### config.mk
export PLATFORM = sky130hd
export DESIGN_NAME = ppu_vram_arbiter
export DESIGN_NICKNAME = d
export VERILOG_FILES = /design/src/rtl/ppu_vram_arbiter.sv
export SDC_FILE = /design/constraint.sdc
export NUM_CORES = 1
export LEC_CHECK = 0
export ABC_AREA = 0
export ABC_CLOCK_PERIOD_IN_PS = 5500
export BUFFER_PORTS_ARGS = -buffer_cell sky130_fd_sc_hd__buf_4
export CAP_MARGIN = 20
export CORE_AREA = 2 2 138 140
export CTS_BUF_LIST = sky130_fd_sc_hd__clkbuf_4
export DETAILED_ROUTE_END_ITERATION = 8
export DIE_AREA = 0 0 140 142
export GPL_ROUTABILITY_DRIVEN = 0
export PLACE_DENSITY = 0.63
export SLEW_MARGIN = 30
export SYNTH_ARGS = -nofsm -noshare
export SYNTH_HDL_FRONTEND = slang
export SYNTH_SLANG_ARGS = --single-unit
### constraint.sdc
create_clock -name clk_ppu -period 5.5 [get_ports clk_ppu]
set_clock_uncertainty 0.15 [all_clocks]
set_input_delay 0.825 -clock clk_ppu [delete_from_list [all_inputs] [get_ports clk_ppu]]
set_output_delay 0.825 -clock clk_ppu [all_outputs]
set_load 0.05 [all_outputs]
### src/rtl/ppu_vram_arbiter.sv
// ppu_vram_arbiter
//   Sits between the CPU-side PPU register window and the single-port PPU
//   VRAM. CPU writes to $7 are queued, tagged with the current VRAM address,
//   and drained to RAM only in cycles where the renderer is not reading.
//   The renderer has strict priority and gets its data one cycle after grant.
//
// Parameters
//   FIFO_DEPTH  depth of the CPU write queue (power of two, 2..32)
//
// Ports
//   clk_ppu    PPU clock, all logic on rising edge
//   rst_n      synchronous active-low reset
//   cpu_wr     CPU write strobe to register window
//   cpu_rd     CPU read strobe to register window
//   cpu_reg    register select $0-$7
//   cpu_data   CPU write data
//   ren_req    renderer VRAM read request
//   ren_addr   renderer read address
//   ren_data   read data returned to renderer (0 when not valid)
//   ren_valid  ren_data valid strobe
//   ram_addr   VRAM address
//   ram_we     VRAM write enable
//   ram_wdata  VRAM write data
//   ram_rdata  VRAM read data, one-cycle latency
//   cpu_full   write queue full
//   idle       write queue empty
//   drop_cnt   number of $7 writes dropped because the queue was full
//
// Build option
//   VRAM_ARB_DROP_CNT_EN  when defined, drop_cnt is a saturating counter;
//                         otherwise drop_cnt is tied to zero.

module ppu_vram_arbiter #(
  parameter int FIFO_DEPTH = 8
) (
  input  logic        clk_ppu,
  input  logic        rst_n,
  input  logic        cpu_wr,
  input  logic        cpu_rd,
  input  logic [2:0]  cpu_reg,
  input  logic [7:0]  cpu_data,
  input  logic        ren_req,
  input  logic [13:0] ren_addr,
  output logic [7:0]  ren_data,
  output logic        ren_valid,
  output logic [13:0] ram_addr,
  output logic        ram_we,
  output logic [7:0]  ram_wdata,
  input  logic [7:0]  ram_rdata,
  output logic        cpu_full,
  output logic        idle,
  output logic [7:0]  drop_cnt
);

  localparam int AW = (FIFO_DEPTH > 1) ? $clog2(FIFO_DEPTH) : 1;
  localparam logic [AW:0] DEPTH_C = (AW + 1)'(FIFO_DEPTH);

  // Each entry is {vram address, data}, captured at enqueue time so later
  // address changes never affect queued writes.
  logic [21:0]   q_mem [FIFO_DEPTH];
  logic [AW-1:0] rd_ptr_reg;
  logic [AW-1:0] wr_ptr_reg;
  logic [AW:0]   count_reg;

  logic [13:0] vaddr_reg;
  logic        w_reg;
  logic        inc32_reg;
  logic        ren_valid_reg;

  logic q_full;
  logic q_empty;
  logic wr7;
  logic enq;
  logic deq;
  logic [21:0] head;

  assign q_full  = (count_reg == DEPTH_C);
  assign q_empty = (count_reg == '0);
  assign wr7     = cpu_wr && (cpu_reg == 3'd7);
  // Full test uses the registered count: a same-cycle dequeue does not
  // make room for a write arriving while full.
  assign enq     = wr7 && !q_full;
  assign deq     = rst_n && !ren_req && !q_empty;
  assign head    = q_mem[rd_ptr_reg];

  assign cpu_full = q_full;
  assign idle     = q_empty;

  // Combinational arbitration; forced quiet while reset is asserted.
  always_comb begin
    ram_we    = 1'b0;
    ram_addr  = 14'd0;
    ram_wdata = 8'd0;
    if (rst_n) begin
      if (ren_req) begin
        ram_addr = ren_addr;
      end else if (!q_empty) begin
        ram_we    = 1'b1;
        ram_addr  = head[21:8];
        ram_wdata = head[7:0];
      end
    end
  end

  // RAM latency is one cycle, so the read data lines up with the delayed
  // grant and can be passed straight through.
  assign ren_valid = ren_valid_reg;
  assign ren_data  = ren_valid_reg ? ram_rdata : 8'd0;

  always_ff @(posedge clk_ppu) begin
    if (enq) begin
      q_mem[wr_ptr_reg] <= {vaddr_reg, cpu_data};
    end
  end

  always_ff @(posedge clk_ppu) begin
    if (!rst_n) begin
      rd_ptr_reg    <= '0;
      wr_ptr_reg    <= '0;
      count_reg     <= '0;
      vaddr_reg     <= 14'd0;
      w_reg         <= 1'b0;
      inc32_reg     <= 1'b0;
      ren_valid_reg <= 1'b0;
    end else begin
      ren_valid_reg <= ren_req;

      // Pointers wrap naturally because the depth is a power of two.
      if (enq) wr_ptr_reg <= wr_ptr_reg + 1'b1;
      if (deq) rd_ptr_reg <= rd_ptr_reg + 1'b1;
      case ({enq, deq})
        2'b10:   count_reg <= count_reg + 1'b1;
        2'b01:   count_reg <= count_reg - 1'b1;
        default: count_reg <= count_reg;
      endcase

      if (cpu_wr) begin
        case (cpu_reg)
          3'd0: inc32_reg <= cpu_data[2];
          3'd6: begin
            if (!w_reg) vaddr_reg[13:8] <= cpu_data[5:0];
            else        vaddr_reg[7:0]  <= cpu_data;
            w_reg <= !w_reg;
          end
          3'd7: begin
            if (enq) vaddr_reg <= vaddr_reg + (inc32_reg ? 14'd32 : 14'd1);
          end
          default: ;
        endcase
      end else if (cpu_rd && (cpu_reg == 3'd2)) begin
        // Status read resets the address-latch toggle.
        w_reg <= 1'b0;
      end
    end
  end

`ifdef VRAM_ARB_DROP_CNT_EN
  logic [7:0] drop_cnt_reg;

  always_ff @(posedge clk_ppu) begin
    if (!rst_n) begin
      drop_cnt_reg <= 8'd0;
    end else if (wr7 && q_full && (drop_cnt_reg != 8'hFF)) begin
      drop_cnt_reg <= drop_cnt_reg + 8'd1;
    end
  end

  assign drop_cnt = drop_cnt_reg;
`else
  assign drop_cnt = 8'd0;
`endif

endmodule

# After elaboration in Yosys (flattened, before gate mapping)
# Memories as Yosys holds them, arrays and structs flattened. A register that Yosys moved wholly into a read port is not among the register bits.
# Index checks and enable logic that the tools add are counted.
[totals] n_memories=1 wordCells=65 mem_bits_rw=176 reg_bits=27
[op_classes] n_eq_ne=10 n_reduce_logical=18 addsub=5 n_mux=23
[memory_table] name="q_mem" depth=8 word_bits=22 rd=1 rd_clocked_by_memory_dff=1 wr=1 line="60" rtl="logic [21:0] q_mem [FIFO_DEPTH];"
[ops] cell="2-to-1 mux 14 bit" count=4
[ops] cell="2-to-1 mux 8 bit" count=5
[ops] cell="one-hot mux 14 bit (2 select lines)" count=1
[ops] cell="adder 14 x 6 -> 14 bit" count=1
[ops] cell="2-to-1 mux 6 bit" count=2
[ops] cell="2-to-1 mux 1 bit" count=8
[ops] cell="one-hot mux 4 bit (2 select lines)" count=1
[ops] cell="AND reduction 4 bit" count=2
[ops] cell="adder 3 x 1 -> 3 bit (second input constant)" count=2
[ops] cell="== test 3 bit (second input constant)" count=2
[ops] cell="2-to-1 mux 3 bit" count=2
[ops] cell="inequality test 2 bit (second input constant)" count=3
[ops] cell="nonzero test 2 bit" count=3
[ops] cell="logical AND 1 bit" count=5
[ops] cell="adder 4 x 1 -> 4 bit (second input constant)" count=1
[ops] cell="== test 4 bit (second input constant)" count=1
[ops] cell="zero test 1 bit" count=4
[ops] cell="zero test 4 bit" count=1
[ops] cell="AND reduction 2 bit" count=2
[ops] cell="subtractor 4 x 1 -> 4 bit (second input constant)" count=1
[ops] cell="== test 3 x 2 -> 1 bit (second input constant)" count=1
[ops] cell="zero test 3 bit" count=1
[ops] cell="== test 2 x 1 -> 1 bit (second input constant)" count=1
[ops] cell="== test 2 bit (second input constant)" count=1
[ops] cell="inequality test 2 x 1 -> 1 bit (second input constant)" count=1

# Depth between registers and ports, before layout
# Gate-level depths: netlist of the first run.
[depth] word_depth=5 mapped_depth=13 mapped_depth_nobuf=11

# Worst setup path before layout of the first run
# Ideal clock, no wire load.
[synth_path] kind="register to output" startpoint="reg count_reg[1]" endpoint="out ram_addr[10]" arrival_time_ns=3.343 stages_incl_launch_ff=7 path_slack_ns=1.182 path_cell_list="dfxtp_1 -> buf_6 -> nor4_1 -> nor2_1 -> nand2_1 -> clkbuf_1 -> o21ai_0"
[synth_via] elab_chain_len=4
[synth_rtl] item="start, declared" line="63" rtl="logic [AW:0] count_reg;"
[synth_rtl] item="start signal, assigned" line="132" rtl="2'b10: count_reg <= count_reg + 1'b1;"
[synth_rtl] item="start signal, assigned" line="133" rtl="2'b01: count_reg <= count_reg - 1'b1;"
[synth_rtl] item="start signal, assigned" line="134" rtl="default: count_reg <= count_reg;"
[synth_rtl] item="zero test 4 bit" line="78" rtl="assign q_empty = (count_reg == '0);"
[synth_rtl] item="net idle" line="51" rtl="output logic idle,"
[synth_rtl] item="2-to-1 mux 14 bit" line="97" rtl="end else if (!q_empty) begin"
[synth_rtl] item="2-to-1 mux 14 bit" line="95" rtl="if (ren_req) begin"
[synth_rtl] item="2-to-1 mux 14 bit" line="94" rtl="if (rst_n) begin"
[synth_rtl] item="end, declared" line="46" rtl="output logic [13:0] ram_addr,"
# The timed path passes the listed nets, and every way through them passes these cells.

==> results of run 1 <==
==> how the worst min path moves through the flow <==
stage,from,endpoint,slack (ns),depth (start not counted)
2_1_floorplan,count_reg[3],count_reg[3],0.32,2
3_3_place_gp,count_reg[3],count_reg[3],0.33,2
3_5_place_dp,count_reg[3],count_reg[3],0.33,2
4_1_cts,cpu_data[3],q_mem[2][3],0.24,1
5_1_grt,cpu_data[3],q_mem[2][3],0.24,1
6_report,cpu_data[3],q_mem[2][3],0.28,1
==> per-stage QoR <==
step	cell area, µm²	hold WS, ns
3_5_place_dp	9430	0.333
4_1_cts	10100	0.244
5_1_grt	10100	0.242
3_3_place_gp	9420	0.329
2_1_floorplan	8680	0.315
6_report	10100	0.280
==> routing by layer <==
layer,track usage (%),wire [µm]
met4,8.45,513
met1,24.3,7930
met2,32.2,9120
met5,0,0
met3,4.31,1060
==> cell type report <==
cell class                 count  area [µm²]  share of cell area, %
sequential                   206        5890                   58.4
multi-input combinational    293        2620                   25.9
timing repair buffer          80         601                   5.95
clock buffer                  74         556                   5.51
tap                          234         293                   2.90
clock inverter                20         104                   1.03
inverter                       6        27.5                  0.273
antenna                        1        2.50                 0.0248
==> cell usage in the layout, fill, tap and decap left out, types with 6 or more instances in the layout <==
master    Yosys  layout
edfxtp_1    176     176
nand3_1       9       9
and3_1        6       6
nor3_1       11       7
dfxtp_1      30      28
conb_1        1       8
ha_1          8       8
a211oi_1      6       6
a21oi_1      13      13
nand4_1       7       7
mux2i_1      25      25
nor2_1       33      30
clkbuf_4      0      74
and2_1       16      16
mux4_2       44      44
clkinv_1      0      16
buf_4         8      80
o21ai_0      26      26
nand2_1      28      27
==> kinds of logic (layout without fill, tap and decap cells) <==
| group | after synthesis | after routing | share of synthesized area [%] |
|---|---|---|---|
| adder cells (fa/ha/maj) | 8 | 8 | 1.16 |
| other | 1 | 9 | 0.0433 |
| AO/OA/AOI/OAI | 72 | 72 | 5.52 |
| XOR/XNOR | 7 | 7 | 0.708 |
| flip-flops | 206 | 206 | 68.0 |
| multiplexers | 69 | 69 | 14.3 |
| buffers and inverters | 44 | 180 | 2.67 |
| AND/OR/NAND/NOR | 129 | 129 | 7.56 |
==> power by group through the flow <==
| stage | sequential [µW] | clock [µW] | combinational, µW |
|---|---|---|---|
| after global routing | 1720 | 1350 | 219 |
| after detailed placement | 1750 | 0 | 205 |
| after CTS | 1710 | 1280 | 205 |
| after global placement | 1750 | 0 | 201 |
| final | 1710 | 1250 | 203 |
| after floorplan | 1740 | 0 | 147 |
==> flow_metrics.env, run 1 <==
export IMPL_r2r_start="count_reg[0]"
export IMPL_clock_sinks=206
export IMPL_start_kind="flip-flop"
export IMPL_pre_cts_ws_ns=2.12
export IMPL_largest_reg_flops=176
export IMPL_path_cells="buf_4 > mux4_2 > mux2i_1 > o21ai_0 > buf_4"
export IMPL_r2r_cells=11
export IMPL_synth_most_common_cell="edfxtp_1"
export IMPL_overflow=0
export IMPL_worst_slack_ns=1.51
export IMPL_share_comb_of_total_power_pct=6.4
export IMPL_cts_buffers=51
export IMPL_ys_seq_elements=206
export IMPL_finalHoldViolCount=0
export IMPL_antenna_found_initial=1
export IMPL_portBuffers=71
export IMPL_worstPathMaxFanout=18
export IMPL_cpMaxStageDelayCell="dfxtp_2"
export IMPL_power_switching_uw=723
export IMPL_synth_area_leaders="edfxtp_1 61%, mux4_2 11%, dfxtp_1 6.9%"
export IMPL_final_nets=684
export IMPL_vdd_ir_drop_max_v=0.000126
export IMPL_cts_tree="done"
export IMPL_leakagePower_uw=0.00335
export IMPL_first_global_vias=5221
export IMPL_regToRegEndpoint="count_reg[2]"
export IMPL_clk_insertion_delay_late_ns=0.65
export IMPL_wl_per_cell_um=20.4
export IMPL_violations="design-rule violations"
export IMPL_ys_types=55
export IMPL_cts_htree_levels=2
export IMPL_synth_top_cell_area_share_pct=61.1
export IMPL_arrival_ns=3.02
export IMPL_syn_inst=536
export IMPL_timing_critical_path_mode_cell="buf_4"
export IMPL_netlist_top_cell_by_area="edfxtp_1"
export IMPL_fin_total_pwr_uw=3170
export IMPL_maxCapViolCount=0
export IMPL_max_freq_mhz=251
export IMPL_coreArea_mm2=0.0185
export IMPL_cts_setup_buffers=0
export IMPL_setup_violations=0
export IMPL_outcome="complete, but fails checks"
export IMPL_synth_yosys_seq_area_share_pct=68.0
export IMPL_stdcell_count=914
export IMPL_cts_root_buf="clkbuf_4"
export IMPL_post_cts_resize_count=0
export IMPL_min_period_ns=3.99
export IMPL_end_kind="output port"
export IMPL_cts_hold_buf=0
export IMPL_clockBufferDepth=3
export IMPL_synth_ff_type="edfxtp_1"
export IMPL_hold_path_class="in -> reg"
export IMPL_async_reset_ff_share_pct=0
export IMPL_first_iter_violations=391
export IMPL_maxSlewHeadroom_pct=34.9
export IMPL_tightest_slew_ns=0.974
export IMPL_drtAntennaViolNets=0
export IMPL_start_util_pct=46.9
export IMPL_rsz0062_at_grt="no"
export IMPL_clock_power_share_pct=39.5
export IMPL_grt_use_total_pct=19.2
export IMPL_power_density_mw_per_mm2=314
export IMPL_finish_utilization_pct=54.7
export IMPL_cpPeakStageDelay_ns=0.79
export IMPL_ys_warn_count=0
export IMPL_final_max_slew_viol_count=0
export IMPL_drt_first_pass_iters=7
export IMPL_dp_cells=819
export IMPL_seqPwrFrac_pct=54.1
export IMPL_syn_avg_cell_area_um2=16.1
export IMPL_crit_end="ram_addr[7]"
export IMPL_cp_data_required_time_ns=4.53
export IMPL_clk_pin_slew_ns=0.07
export IMPL_grt_pass1_wl_mm=28.7
export IMPL_critical_path_top_delay_family="flip-flops"
export IMPL_crit_buf_inv=2
export IMPL_r2r_slack_ns=2.15
export IMPL_grt_max_degree=45
export IMPL_fillers=1490
export IMPL_synth_common_cells="176 x edfxtp_1, 44 x mux4_2, 33 x nor2_1"
export IMPL_final_setup_tns_ns=0
export IMPL_critical_path_depth=5
export IMPL_die_area_mm2=0.0199
export IMPL_die_h_um=142
export IMPL_vias_per_cell=5.64
export IMPL_routed_wirelength_mm=18.6
export IMPL_drc=9
export IMPL_syn2layout_area_growth_pct=16.5
export IMPL_vias=5156
export IMPL_die_w_um=140
export IMPL_criticalPathCategory="reg -> out"
export IMPL_synth_edf_count=176
export IMPL_period_share_pct=72.6
export IMPL_num_rows=50
export IMPL_swShare_pct=22.8
export IMPL_netlist_area_mm2=0.00866
export IMPL_ios=80
export IMPL_drive_gt1_share_pct=32.1
export IMPL_intPower_uw=2440
export IMPL_hpwl_mm=10.9
Note: power is estimated with default switching activity, not from simulation.
==> run 2: changes to the inputs <==
==> config.mk (replaced) <==
export PLATFORM = sky130hd
export DESIGN_NAME = ppu_vram_arbiter
export DESIGN_NICKNAME = d
export VERILOG_FILES = /design/src/rtl/ppu_vram_arbiter.sv
export SDC_FILE = /design/constraint.sdc
export NUM_CORES = 1
export LEC_CHECK = 0
export ABC_AREA = 1
export ABC_CLOCK_PERIOD_IN_PS = 3400
export BUFFER_PORTS_ARGS = -buffer_cell sky130_fd_sc_hd__buf_4
export CAP_MARGIN = 20
export CORE_AREA = 2 2 140 142
export CTS_BUF_LIST = sky130_fd_sc_hd__clkbuf_4
export DETAILED_ROUTE_END_ITERATION = 8
export DIE_AREA = 0 0 142 144
export GPL_ROUTABILITY_DRIVEN = 0
export PLACE_DENSITY = 0.65
export SLEW_MARGIN = 30
export SYNTH_ARGS = -nofsm -noshare
export SYNTH_HDL_FRONTEND = slang
export SYNTH_SLANG_ARGS = --single-unit
==> constraint.sdc (replaced) <==
create_clock -name clk_ppu -period 3.4 [get_ports clk_ppu]
set_clock_uncertainty 0.15 [all_clocks]
set_input_delay 0.51 -clock clk_ppu [delete_from_list [all_inputs] [get_ports clk_ppu]]
set_output_delay 0.51 -clock clk_ppu [all_outputs]
set_load 0.05 [all_outputs]
==> run 2 against run 1 <==
Effect of this change:
- the run now ends clean
- synthesized area increased by 2.6%
- power is 77% higher
- sequential power rose by 64%
- cell area increased by 4.2%
- die area rose by 2.9%
- final cell count rose by 33%
- sequential share of layout area is 2.4 points lower
- synthesized cell count increased by 53%
- register-to-register slack got worse by 1.3 ns
- clock power rose by 65%
- hold slack lost 0.22 ns
- largest power group unchanged
- highest routed layer unchanged
==> flow_metrics.env, run 2 <==
export IMPL_outcome="completed"
export IMPL_maxSlewHeadroom_pct=56.1
export IMPL_finalHoldViolCount=0
export IMPL_final_nets=983
export IMPL_clockBufferDepth=3
export IMPL_coreArea_mm2=0.0191
export IMPL_cts_htree_levels=2
export IMPL_leakagePower_uw=0.00408
export IMPL_cts_root_buf="clkbuf_4"
export IMPL_syn_avg_cell_area_um2=10.9
export IMPL_grt_max_degree=89
export IMPL_drive_gt1_share_pct=21.9
export IMPL_setup_violations=0
export IMPL_die_w_um=142
export IMPL_maxCapViolCount=0
export IMPL_fillers=1618
export IMPL_ios=80
export IMPL_hold_path_class="in -> reg"
export IMPL_async_reset_ff_share_pct=0
export IMPL_syn2layout_area_growth_pct=18.4
export IMPL_synth_ff_type="edfxtp_1"
export IMPL_ys_types=34
export IMPL_netlist_area_mm2=0.00888
export IMPL_clk_insertion_delay_late_ns=0.63
export IMPL_drt_first_pass_iters=5
export IMPL_r2r_start="count_reg[1]"
export IMPL_rsz0062_at_grt="no"
export IMPL_worst_slack_ns=0.242
export IMPL_cts_tree="done"
export IMPL_layout_common_cells="176 x edfxtp_1, 167 x nor2_1, 97 x nand2_1"
export IMPL_syn_inst=818
export IMPL_clock_power_share_pct=36.9
export IMPL_vdd_ir_drop_max_v=0.000358
export IMPL_criticalPathCategory="reg -> out"
export IMPL_swShare_pct=26.4
export IMPL_portBuffers=71
export IMPL_share_comb_of_total_power_pct=13.0
export IMPL_synth_common_cells="176 x edfxtp_1, 173 x nor2_1, 97 x nand2_1"
export IMPL_ys_seq_elements=206
export IMPL_final_common_cell="edfxtp_1"
export IMPL_cts_setup_buffers=0
export IMPL_min_period_ns=3.16
export IMPL_startpoint="count_reg[1]"
export IMPL_die_h_um=144
export IMPL_wl_met2_mm=9.90
export IMPL_hpwl_mm=12.5
export IMPL_r2r_slack_ns=0.89
export IMPL_power_density_mw_per_mm2=532
export IMPL_period_share_pct=92.9
export IMPL_drc=0
export IMPL_antenna_found_initial=1
export IMPL_synth_yosys_seq_area_share_pct=66.3
export IMPL_first_global_vias=5925
export IMPL_largest_reg_flops=176
export IMPL_tightest_slew_ns=0.659
export IMPL_synth_edf_count=176
export IMPL_synth_area_leaders="edfxtp_1 60%, nor2_1 7.3%, dfxtp_1 6.8%"
export IMPL_finish_utilization_pct=55.1
export IMPL_regToRegEndpoint="count_reg[2]"
export IMPL_wl_met1_mm=8.89
export IMPL_drtAntennaViolNets=0
export IMPL_synth_most_common_cell="edfxtp_1"
export IMPL_top_layer_used="met4"
export IMPL_end_kind="output port"
export IMPL_num_rows=51
export IMPL_final_max_slew_viol_count=0
export IMPL_cp_data_required_time_ns=2.74
export IMPL_dp_cells=1110
export IMPL_routed_wirelength_mm=20.2
export IMPL_first_iter_violations=469
export IMPL_synth_top_cell_area_share_pct=59.5
export IMPL_grt_use_total_pct=20.2
export IMPL_ys_warn_count=0
export IMPL_power_switching_uw=1480
export IMPL_stdcell_count=1220
export IMPL_pre_cts_ws_ns=0.738
export IMPL_start_kind="flip-flop"
export IMPL_intPower_uw=4120
export IMPL_seqPwrFrac_pct=50.2
export IMPL_clock_sinks=206
export IMPL_final_setup_tns_ns=0
export IMPL_met3_length_mm=1.14
export IMPL_crit_end="ram_wdata[0]"
export IMPL_cts_buffers=53
export IMPL_wl_per_cell_um=16.6
export IMPL_vias_per_cell=5.24
export IMPL_arrival_ns=2.50
export IMPL_overflow=0
export IMPL_start_util_pct=46.5
export IMPL_die_area_mm2=0.0204
export IMPL_worstPathMaxFanout=10
export IMPL_r2r_cells=13
export IMPL_clk_pin_slew_ns=0.06
export IMPL_netlist_top_cell_by_area="edfxtp_1"
export IMPL_max_freq_mhz=317
export IMPL_grt_pass1_wl_mm=31.6
export IMPL_vias=6392
[run 2: changes by cell type after synthesis, moves of 15 or more]
cell      previous run  this run
nor2_1              33       173
o21ai_0             26        96
nand2_1             28        97
mux4_2              44         0
inv_1                5        36
nand3_1              9        35
o211ai_1             2        28
mux2i_1             25         0
and2_1              16         0
o32ai_1              1        16
[run 2: routing by layer]
layer  global-route usage (%)  vias up
met4                     6.89        0
li1                         -     3146
met2                     34.0      181
met3                     3.77       23
met1                     26.6     3042
met5                        0        -
[run 2: worst min-delay path by stage]
stage	startpoint	endpoint	cells after the start
floorplan	rd_ptr_reg[2]	flip-flop	2
global placement	rd_ptr_reg[2]	rd_ptr_reg[2]	2
detailed placement	rd_ptr_reg[2]	rd_ptr_reg[2]	2
CTS	cpu_wr	w_reg	3
global route	cpu_wr	w_reg	3
finish	cpu_wr	w_reg	3
[run 2: cells by family after synthesis]
group / Yosys count / share of synthesized area (%)
AO/OA/AOI/OAI: 184 / 12.1
AND/OR/NAND/NOR: 323 / 15.1
adder cells (fa/ha/maj): 8 / 1.13
flip-flops: 206 / 66.3
other: 1 / 0.0422
XOR/XNOR: 3 / 0.296
buffers and inverters: 93 / 5.03
[run 2: through the flow]
step / area [µm²] / total power, µW / hold slack [ns]
detailed placement: 9720 / 3580 / 0.311
CTS: 10500 / 5650 / 0.00355
global route: 10500 / 5870 / 0.0254
global placement: 9720 / 3580 / 0.304
finish: 10500 / 5590 / 0.0601
floorplan: 8910 / 3360 / 0.283
[run 2: cell type report]
cell class	count	area [µm²]	area share [%]
multi-input cells	526	2600	24.7
repair buffers	108	877	8.34
well taps	238	298	2.83
flip-flops and latches	206	5890	56.0
clock inverters	14	55.1	0.524
diodes	2	5.00	0.0476
inverters	42	158	1.50
clock buffers	84	631	6.00
[run 2: power groups by stage]
| stage | logic, µW | registers (µW) | clock network [µW] |
|---|---|---|---|
| floorplan | 529 | 2830 | 0 |
| CTS | 733 | 2810 | 2120 |
| detailed placement | 722 | 2860 | 0 |
| global route | 802 | 2810 | 2260 |
| global placement | 717 | 2860 | 0 |
| finish | 725 | 2810 | 2060 |
[run 2: repair_timing]
action | in CTS | in global routing
setup endpoints to repair | 0 | 6
hold buffers | 10 | 0
hold endpoints to repair | 67 | 0
resized for setup | 0 | 1
[run 2: worst max-delay path, stage by stage, from the launching register on]
cell and delay, ns:
dfxtp_1 0.42, nor2_1 0.08, nand3_1 0.10, inv_2 0.06
nor2_4 0.11, inv_2 0.09, nor2_4 0.30, buf_4 0.23
o21ai_0 0.11, nor2_1 0.14, buf_4 0.22
